$ cat src/rtl/serial_frame_tx.sv
// Serial framer: accepts a parallel word over valid/ready and shifts it out as
// start bit, data bits, optional even parity bit and stop bit on an idle-high line.
module serial_frame_tx #(
  parameter int WIDTH        = 4,
  parameter int CLKS_PER_BIT = 4,
  parameter int PARITY_EN    = 1,
  parameter int MSB_FIRST    = 0
) (
  input  logic             clk,
  input  logic             reset,
  input  logic [WIDTH-1:0] data_in,
  input  logic             data_valid,
  output logic             data_ready,
  output logic             tx_out,
  output logic             busy,
  output logic             frame_done,
  output logic [2:0]       state_dbg
);

  localparam int DIV_W = (CLKS_PER_BIT > 1) ? $clog2(CLKS_PER_BIT) : 1;
  localparam int BIT_W = $clog2(WIDTH + 1);

  // Handshake: a word transfers on the rising edge where data_valid && data_ready;
  // data_ready is high only in IDLE, and the word is captured on that same edge.
  typedef enum logic [2:0] {
    IDLE   = 3'd0,
    START  = 3'd1,
    DATA   = 3'd2,
    PARITY = 3'd3,
    STOP   = 3'd4
  } state_t;

  state_t             state_q, state_d;
  logic [DIV_W-1:0]   div_q, div_d;
  logic [BIT_W-1:0]   bit_q, bit_d;
  logic [WIDTH-1:0]   cap_q, cap_d;
  logic               tx_q, tx_d;
  logic               frame_done_q, frame_done_d;
  logic               last_div;
  logic [BIT_W-1:0]   sel;

  always_ff @(posedge clk or negedge reset) begin
    if (!reset) begin
      state_q      <= IDLE;
      div_q        <= '0;
      bit_q        <= '0;
      cap_q        <= '0;
      tx_q         <= 1'b1;
      frame_done_q <= 1'b0;
    end else begin
      state_q      <= state_d;
      div_q        <= div_d;
      bit_q        <= bit_d;
      cap_q        <= cap_d;
      tx_q         <= tx_d;
      frame_done_q <= frame_done_d;
    end
  end

  always_comb begin
    state_d      = state_q;
    div_d        = div_q;
    bit_d        = bit_q;
    cap_d        = cap_q;
    frame_done_d = 1'b0;
    tx_d         = 1'b1;
    sel          = '0;
    last_div     = (div_q == DIV_W'(CLKS_PER_BIT - 1));

    case (state_q)
      IDLE: begin
        if (data_valid) begin
          state_d = START;
          cap_d   = data_in;
          div_d   = '0;
          bit_d   = '0;
        end
      end
      START: begin
        if (last_div) begin
          state_d = DATA;
          div_d   = '0;
          bit_d   = '0;
        end else begin
          div_d = div_q + 1'b1;
        end
      end
      DATA: begin
        if (last_div) begin
          div_d = '0;
          if (bit_q == BIT_W'(WIDTH - 1)) begin
            state_d = (PARITY_EN != 0) ? PARITY : STOP;
            bit_d   = '0;
          end else begin
            bit_d = bit_q + 1'b1;
          end
        end else begin
          div_d = div_q + 1'b1;
        end
      end
      PARITY: begin
        if (last_div) begin
          state_d = STOP;
          div_d   = '0;
        end else begin
          div_d = div_q + 1'b1;
        end
      end
      STOP: begin
        if (last_div) begin
          state_d      = IDLE;
          div_d        = '0;
          frame_done_d = 1'b1;
        end else begin
          div_d = div_q + 1'b1;
        end
      end
      default: begin
        state_d = IDLE;
        div_d   = '0;
        bit_d   = '0;
      end
    endcase

    // The line level is registered, so it is derived from where the FSM goes next.
    sel = (MSB_FIRST != 0) ? (BIT_W'(WIDTH - 1) - bit_d) : bit_d;
    case (state_d)
      START:   tx_d = 1'b0;
      DATA:    tx_d = cap_d[sel];
      PARITY:  tx_d = ^cap_d;
      default: tx_d = 1'b1;
    endcase
  end

  assign data_ready = (state_q == IDLE);
  assign busy       = (state_q != IDLE);
  assign tx_out     = tx_q;
  assign frame_done = frame_done_q;
  assign state_dbg  = state_q;

endmodule

$ cat config.mk
export PLATFORM = sky130hd
export DESIGN_NAME = serial_frame_tx
export DESIGN_NICKNAME = d
export VERILOG_FILES = /design/src/rtl/serial_frame_tx.sv
export SDC_FILE = /design/constraint.sdc
export NUM_CORES = 1
export LEC_CHECK = 0
export CORE_MARGIN = 2
export CORE_UTILIZATION = 56
export DETAILED_ROUTE_END_ITERATION = 12
export GPL_TIMING_DRIVEN = 0
export PLACE_DENSITY_LB_ADDON = 0.1
export SYNTH_ARGS = -nofsm -noshare
export SYNTH_HDL_FRONTEND = slang
export SYNTH_SLANG_ARGS = --single-unit
$ cat constraint.sdc
create_clock -name clk -period 5.15 [get_ports clk]
set_clock_uncertainty 0.2 [all_clocks]
set_input_delay 0.7725 -clock clk [delete_from_list [all_inputs] [get_ports clk]]
set_output_delay 0.7725 -clock clk [all_outputs]
set_load 0.005 [all_outputs]
**After elaboration in Yosys (flattened, before gate mapping)**

Index checks and enable logic that the tools add are counted.

- Input port bits: 7
- Word-level logic and storage cells: 46
- Register bits: 14

- Mux-type cells: 22
- Reduce and logical (&&, ||, !) cells: 5
- Equal/unequal tests: 10
- Magnitude comparators: 1
- $add $sub $neg: 2

Operator list:

| cell | count |
|---|---|
| $mux W3 | 10 |
| $eq A3 B2 Y1 const B | 5 |
| $pmux W3 S5 | 1 |
| $pmux W3 S4 | 1 |
| $mux W4 | 2 |
| $eq A3 B1 Y1 const B | 2 |
| $mux W2 | 2 |
| $pmux W2 S2 | 1 |
| $reduce_or A4 Y1 | 1 |
| $reduce_xor A4 Y1 | 1 |
| $add A3 B1 Y3 const B | 1 |
| $eq A3 B3 Y1 const B | 1 |
| $logic_not A3 Y1 | 1 |
| $lt A3 B3 Y1 const B | 1 |
| $mux W1 | 3 |
| $pmux W1 S3 | 1 |
| $reduce_bool A3 Y1 | 1 |
| $add A2 B1 Y2 const B | 1 |
| $bmux W1 S2 | 1 |
| $eq A2 B2 Y1 const B | 1 |
| $ne A2 B2 Y1 const B | 1 |
| $reduce_or A2 Y1 | 1 |

**Depth between registers and ports, before layout**

Gate-level depths: netlist of run 1.

- Depth after elaboration: 7
- Gate-level depth with buffers: 8

**Worst setup path before layout of run 1**

No wires, ideal clock.

- Path kind: input-to-reg
- Start point: in data_valid
- End point: reg tx_q, in the netlist tx_out
- Buffers on the path: 0
- Arrival: 2.106 ns
- Stages: 6
- Slack: 2.753 ns
- Cell sequence: nor4b_4 mux2i_1 xor2_1 xnor2_1 o211ai_1 o211ai_2

- Cells in the longest elaborated chain, start to end: 5

RTL lines:

| item | RTL line | RTL |
|---|---|---|
| from (decl) | 12 | `input logic data_valid,` |
| $mux W3 / $mux W4 (equally long branches) | 72 | `if (data_valid) begin` |
| $pmux W3 S4 / $mux W4 (equally long branches) | 70 | `case (state_q)` |
| $bmux W1 S2 | 129 | `DATA: tx_d = cap_d[sel];` |
| $mux W1 (implied by the code) | 129 |  |
| $pmux W1 S3 (*) | 127 | `case (state_d)` |
| net tx_d | 37 | `logic tx_q, tx_d;` |
| to (signal assigned) | 55 | `tx_q <= tx_d;` |
| to (decl) | 37 |  |

The timed path passes the listed nets; every way through them passes the cells marked *. The select of a mux whose other input is x is not followed.
A chain may end at the register's enable or synchronous reset.

**Final worst setup path of run 1**

Ends and elaborated chain as after synthesis.

==> metrics.yaml, run 1 <==
slew_viol_final: 0
peakVddDrop_mv: 0.434
setup_viol: 0
clk_pin_slew_ps: 100
ys_seq_elements: 14
synth_area_um2: 946
viasPerCell: 6.04
grt_max_degree: 15
wl_per_cell_um: 15.1
slew_headroom_pct: 56.9
grt_pass1_vias: 793
htree_levels: 1
dieArea_mm2: 0.00203
die_x_um: 45.1
die_h_um: 45.1
dr_total_vias: 846
num_rows: 14
synth_flop_cell: "dfrtp_1"
place_hpwl_mm: 1.62
syn-num-nets: 116
postSynth.asyncResetShare_pct: 100
grt.total_usage_pct: 25.0
cts_resized: 0
initial_core_util_pct: 61.4
fin_crit_ps: 3010
tns_ps: 0
cts_tree: "done"
cts-root-buf: "clkbuf_4"
outcome: "completed"
ys_seq_area_share_pct: 37.2
syn_area_per_cell_um2: 8.84
antenna_found_initial: 0
min_period_over_period_pct: 58.5
cp-end-kind: "flip-flop"
clock_sinks: 14
worstSetupPathType: "in -> reg"
post_cts_buffers: 0
clock_latency_ps: 300
grt-ovfl-total: 0
start_kind: "input port"
routed_wl_mm: 2.11
first_pass_iters: 4
nets: 134
hold_path.class: "reg -> reg"
p_per_area_mw_per_mm2: 597
drtIter0Drc: 22
yosys_warnings: 0
num_antenna_cells: 0
worst_pin_slew_ps: 644
clock_path_buffers: 2
dp_slack_ps: 1870
num_io_pins: 14
grt_pass1_wl_mm: 3.67
leakage_nw: 0.485
cts_made_buffers: 3
gp_congestion: 0.834
syn_inst: 107
drive_gt1_share_pct: 9.68
rsz0062_at_grt: "false"
drc: 0
cp.arrival_ps: 3030
synth-edff-count: 0
max_cap_violations: 0
fmax_mhz: 332
syn_to_final_growth_pct: 19.7
cp.required_ps: 5160
core-area_mm2: 0.00154
final_cell_mix: "dfrtp_1, clkdlybuf4s50_1, inv_1"
hold_viol: 0
ctsHoldBuffers: 0
io_buffers: 13
synth.distinct_cells: 39
crit_fanout: 5
detail-route-antenna-nets: 0
postLayoutSetupSlackWorst_ps: 2140
## layout make-up
class / instances / area [um2]
clock buffers: 4 / 36.3
flip-flops and latches: 14 / 352
inverters: 12 / 45.0
multi-input cells: 74 / 513
plain buffers: 7 / 36.3
well taps: 16 / 20.0
fillers: 119 / 409
repair buffers: 13 / 130
## where the power goes
group          internal (mW)  switching, mW
combinational          0.186          0.219
sequential             0.154         0.0325
clock                 0.0431         0.0409
## synthesized netlist by cell type, drive strengths merged, types with 2 or more instances
| cell type | count | area [um2] |
|---|---|---|
| dfrtp | 13 | 325 |
| inv | 12 | 45.0 |
| nor2 | 10 | 37.5 |
| a21oi | 8 | 40.0 |
| nand2 | 7 | 26.3 |
| clkbuf | 4 | 15.0 |
| mux2i | 4 | 40.0 |
| nand3 | 4 | 20.0 |
| buf | 3 | 21.3 |
| o211ai | 3 | 27.5 |
| or2 | 3 | 18.8 |
| xnor2 | 3 | 26.3 |
| ha | 2 | 25.0 |
| nor2b | 2 | 12.5 |
| nor3 | 2 | 10.0 |
| nor4 | 2 | 12.5 |
| o21ai | 2 | 10.0 |
| o31ai | 2 | 15.0 |
| o32a | 2 | 20.0 |
| o32ai | 2 | 17.5 |
| xor2 | 2 | 17.5 |
## logic make-up (layout without fill, tap and decap cells)
family	count (synthesis)	after routing	synth area share (%)
adder cells (fa/ha/maj)	2	2	2.65
flip-flops	14	14	37.2
multiplexers	4	4	4.23
AO/OA/AOI/OAI	27	27	21.2
AND/OR/NAND/NOR	36	36	21.6
XOR/XNOR	5	5	4.63
buffers and inverters	19	36	8.60
## registers in the layout (all words and copies together), names as in the netlist
signal	cells
bit_q	3
div_q	2
frame_done	1
cap_q	4
state_dbg	3
tx_out	1
## critical path: stages
cell and delay [ps]:
clkdlybuf4s50_1 570, nor4b_4 490, mux2i_1 510, xor2_1 240, xnor2_1 120, o211ai_1 210, o211ai_2 100
## stage by stage
step           area [um2]  hold slack, ps  power, mW  cells  utilization (%)
2_1_floorplan         946             257      0.476    107                -
3_3_place_gp         1100             280      0.575    136             71.1
3_5_place_dp         1100             291      0.594    136             71.1
4_1_cts              1130             307      0.677    140             73.5
5_1_grt              1130             339      0.731    140             73.5
6_report             1130             302      0.676    140             73.5
## routing by layer
layer	GRT usage, %	routed length [um]	vias to the layer above
met5	0	0	-
met4	13.5	64	0
met3	4.40	109	9
met2	36.3	990	30
met1	35.4	947	395
li1	-	-	412
## path summary, 6_finish.rpt
check,cells after the start,end,slack (ps),start
max,7,tx_out,2140,data_valid
min,2,bit_q[2],300,bit_q[2]
min in group asynchronous,1,div_q[0],660,reset
max reg2reg,7,tx_out,2600,state_dbg[2]
max in group asynchronous,1,cap_q[2],3670,reset
min reg2reg,2,bit_q[2],300,bit_q[2]
Note: power is estimated with default switching activity, not from simulation.
==> inputs of run 2 (changes only) <==
- CORE_UTILIZATION: 56 -> 47
- clock period: 5.15 -> 2.7 ns (I/O delays scaled with it)
==> metrics.yaml, run 2 (synthesis gave the netlist of run 1 again) <==
outcome: "completed"
slowest_stage: "clkdlybuf4s50_1"
fin_crit_ps: 2540
startpoint: "state_dbg[0]"
multiInputGateArea_um2: 517
r2r-end: "tx_out"
num_io_pins: 14
use_met1_pct: 27.5
worstSetupPathType: "reg -> out"
die_x_um: 48.9
grt_pass1_vias: 765
grt_max_degree: 15
grt.total_usage_pct: 20.5
ctsHoldBuffers: 0
p_per_area_mw_per_mm2: 1120
min_period_over_period_pct: 94.0
cp-end-kind: "primary output"
cp.required_ps: 2100
nets: 133
initial_core_util_pct: 49.2
r2r-start: "state_dbg[2]"
drive_gt1_share_pct: 9.76
dieArea_mm2: 0.00239
r2r_slack_ps: 280
final_cell_mix: "dfrtp_1, clkdlybuf4s50_1, inv_1"
wl_per_cell_um: 14.5
worst_pin_slew_ps: 622
die_h_um: 48.9
start_kind: "flip-flop"
grtUsageMet3_pct: 4.60
rr_worst_depth: 7
crit_fanout: 10
drtIter0Drc: 20
use_met2_pct: 32.6
cts_made_buffers: 3
setup_viol: 0
cts-root-buf: "clkbuf_4"
cp.arrival_ps: 1930
slew_viol_final: 0
clock_path_buffers: 2
post_cts_buffers: 0
crit_chain: "buf_2 -> or2_1 -> nor2_1 -> inv_1 -> clkdlybuf4s50_1"
io_buffers: 13
drc: 0
critPathTopFamily: "buffers and inverters"
seqCellArea_um2: 352
core-area_mm2: 0.00192
largest-register: "cap_q"
num-fill-cells: 191
first_pass_iters: 4
leakage_nw: 0.479
critical_path_buf_inv_count: 3
clock_latency_ps: 280
hold_path.class: "in -> async"
busiest_layer: "met2"
crit_end: "busy"
routed_wl_mm: 2.18
rsz0062_at_grt: "false"
totalPowerFinal_mw: 1.27
hold_viol: 0
grt-ovfl-total: 0
detail-route-antenna-nets: 0
viasPerCell: 5.43
dr_total_vias: 815
slew_headroom_pct: 58.4
slowest_delay_ps: 450
cts_tree: "done"
place_inst: 147
syn_to_final_growth_pct: 20.1
grt_pass1_wl_mm: 3.72
largest_register_ffs: 4
cp_num_cells: 5
htree_levels: 1
clk_pin_slew_ps: 90
place_hpwl_mm: 1.52
clock_sinks: 14
peakVddDrop_mv: 0.638
tns_ps: 0
antenna_found_initial: 0
gp_congestion: 0.828
num_antenna_cells: 0
fmax_mhz: 394
final_cells: 150
num_rows: 16
max_cap_violations: 0
-- run 2: cell types whose count changed in the layout (fill, tap and decap cells not counted) --
cell      change
clkbuf_8      -1
mux2i_1       -1
mux2i_2       +1
-- run 2: worst min path at each step --
| stage | from | to | slack, ps |
|---|---|---|---|
| 2_1_floorplan | reset | bit_q[0] | -90 |
| 3_3_place_gp | div_q[0] | div_q[0] | 290 |
| 3_5_place_dp | div_q[0] | div_q[0] | 290 |
| 4_1_cts | div_q[0] | div_q[0] | 300 |
| 5_1_grt | div_q[0] | div_q[0] | 340 |
| 6_report | reset | cap_q[3] | 300 |
-- run 2: final cells by class --
type	count	share of cell area [%]
Multi-Input combinational cell	74	45.5
Sequential cell	14	30.9
Tap cell	27	2.97
Inverter	12	3.96
Buffer	6	2.86
Timing Repair Buffer	13	11.5
Clock buffer	4	2.31
-- run 2: through the flow --
stage	setup slack [ps]	utilization, %	cell area [um2]	hold slack, ps
2_1_floorplan	471	-	946	-90.6
3_3_place_gp	-137	57.7	1110	287
3_5_place_dp	-157	57.7	1110	286
4_1_cts	73.1	59.1	1140	302
5_1_grt	42.9	59.1	1140	340
6_report	161	59.1	1140	300
-- run 2: timing repair --
item / in CTS / in global routing
setup endpoints to repair: 0 / 3
hold endpoints to repair: 0 / 0
resized for setup: 0 / 1
-- run 2: worst reg2reg max path: cells and delay by family (launching register included) --
family,cells,cell delay [ps]
and+or+nand+nor,1,520
muxes,1,450
DFF,1,400
xor gates and xnor gates,2,330
AOI/OAI and AO/OA,2,310
buffers and inverters,1,140
-- run 2: per-layer routing --
layer  vias up  routed length [um]  part of all wire [%]
li1        409                   -                     -
met1       387                1040                    48
met2        13                1000                    46
met3         6                  84                   3.9
met4         0                  47                   2.2
met5         -                   0                     0
-- run 2: power breakdown --
group          switching (mW)  total (mW)  internal (mW)  leakage (nW)
clock                  0.0718       0.129         0.0574        0.0150
sequential             0.0581       0.352          0.294         0.175
combinational           0.430       0.787          0.357         0.289
total                   0.559        1.27          0.709         0.479
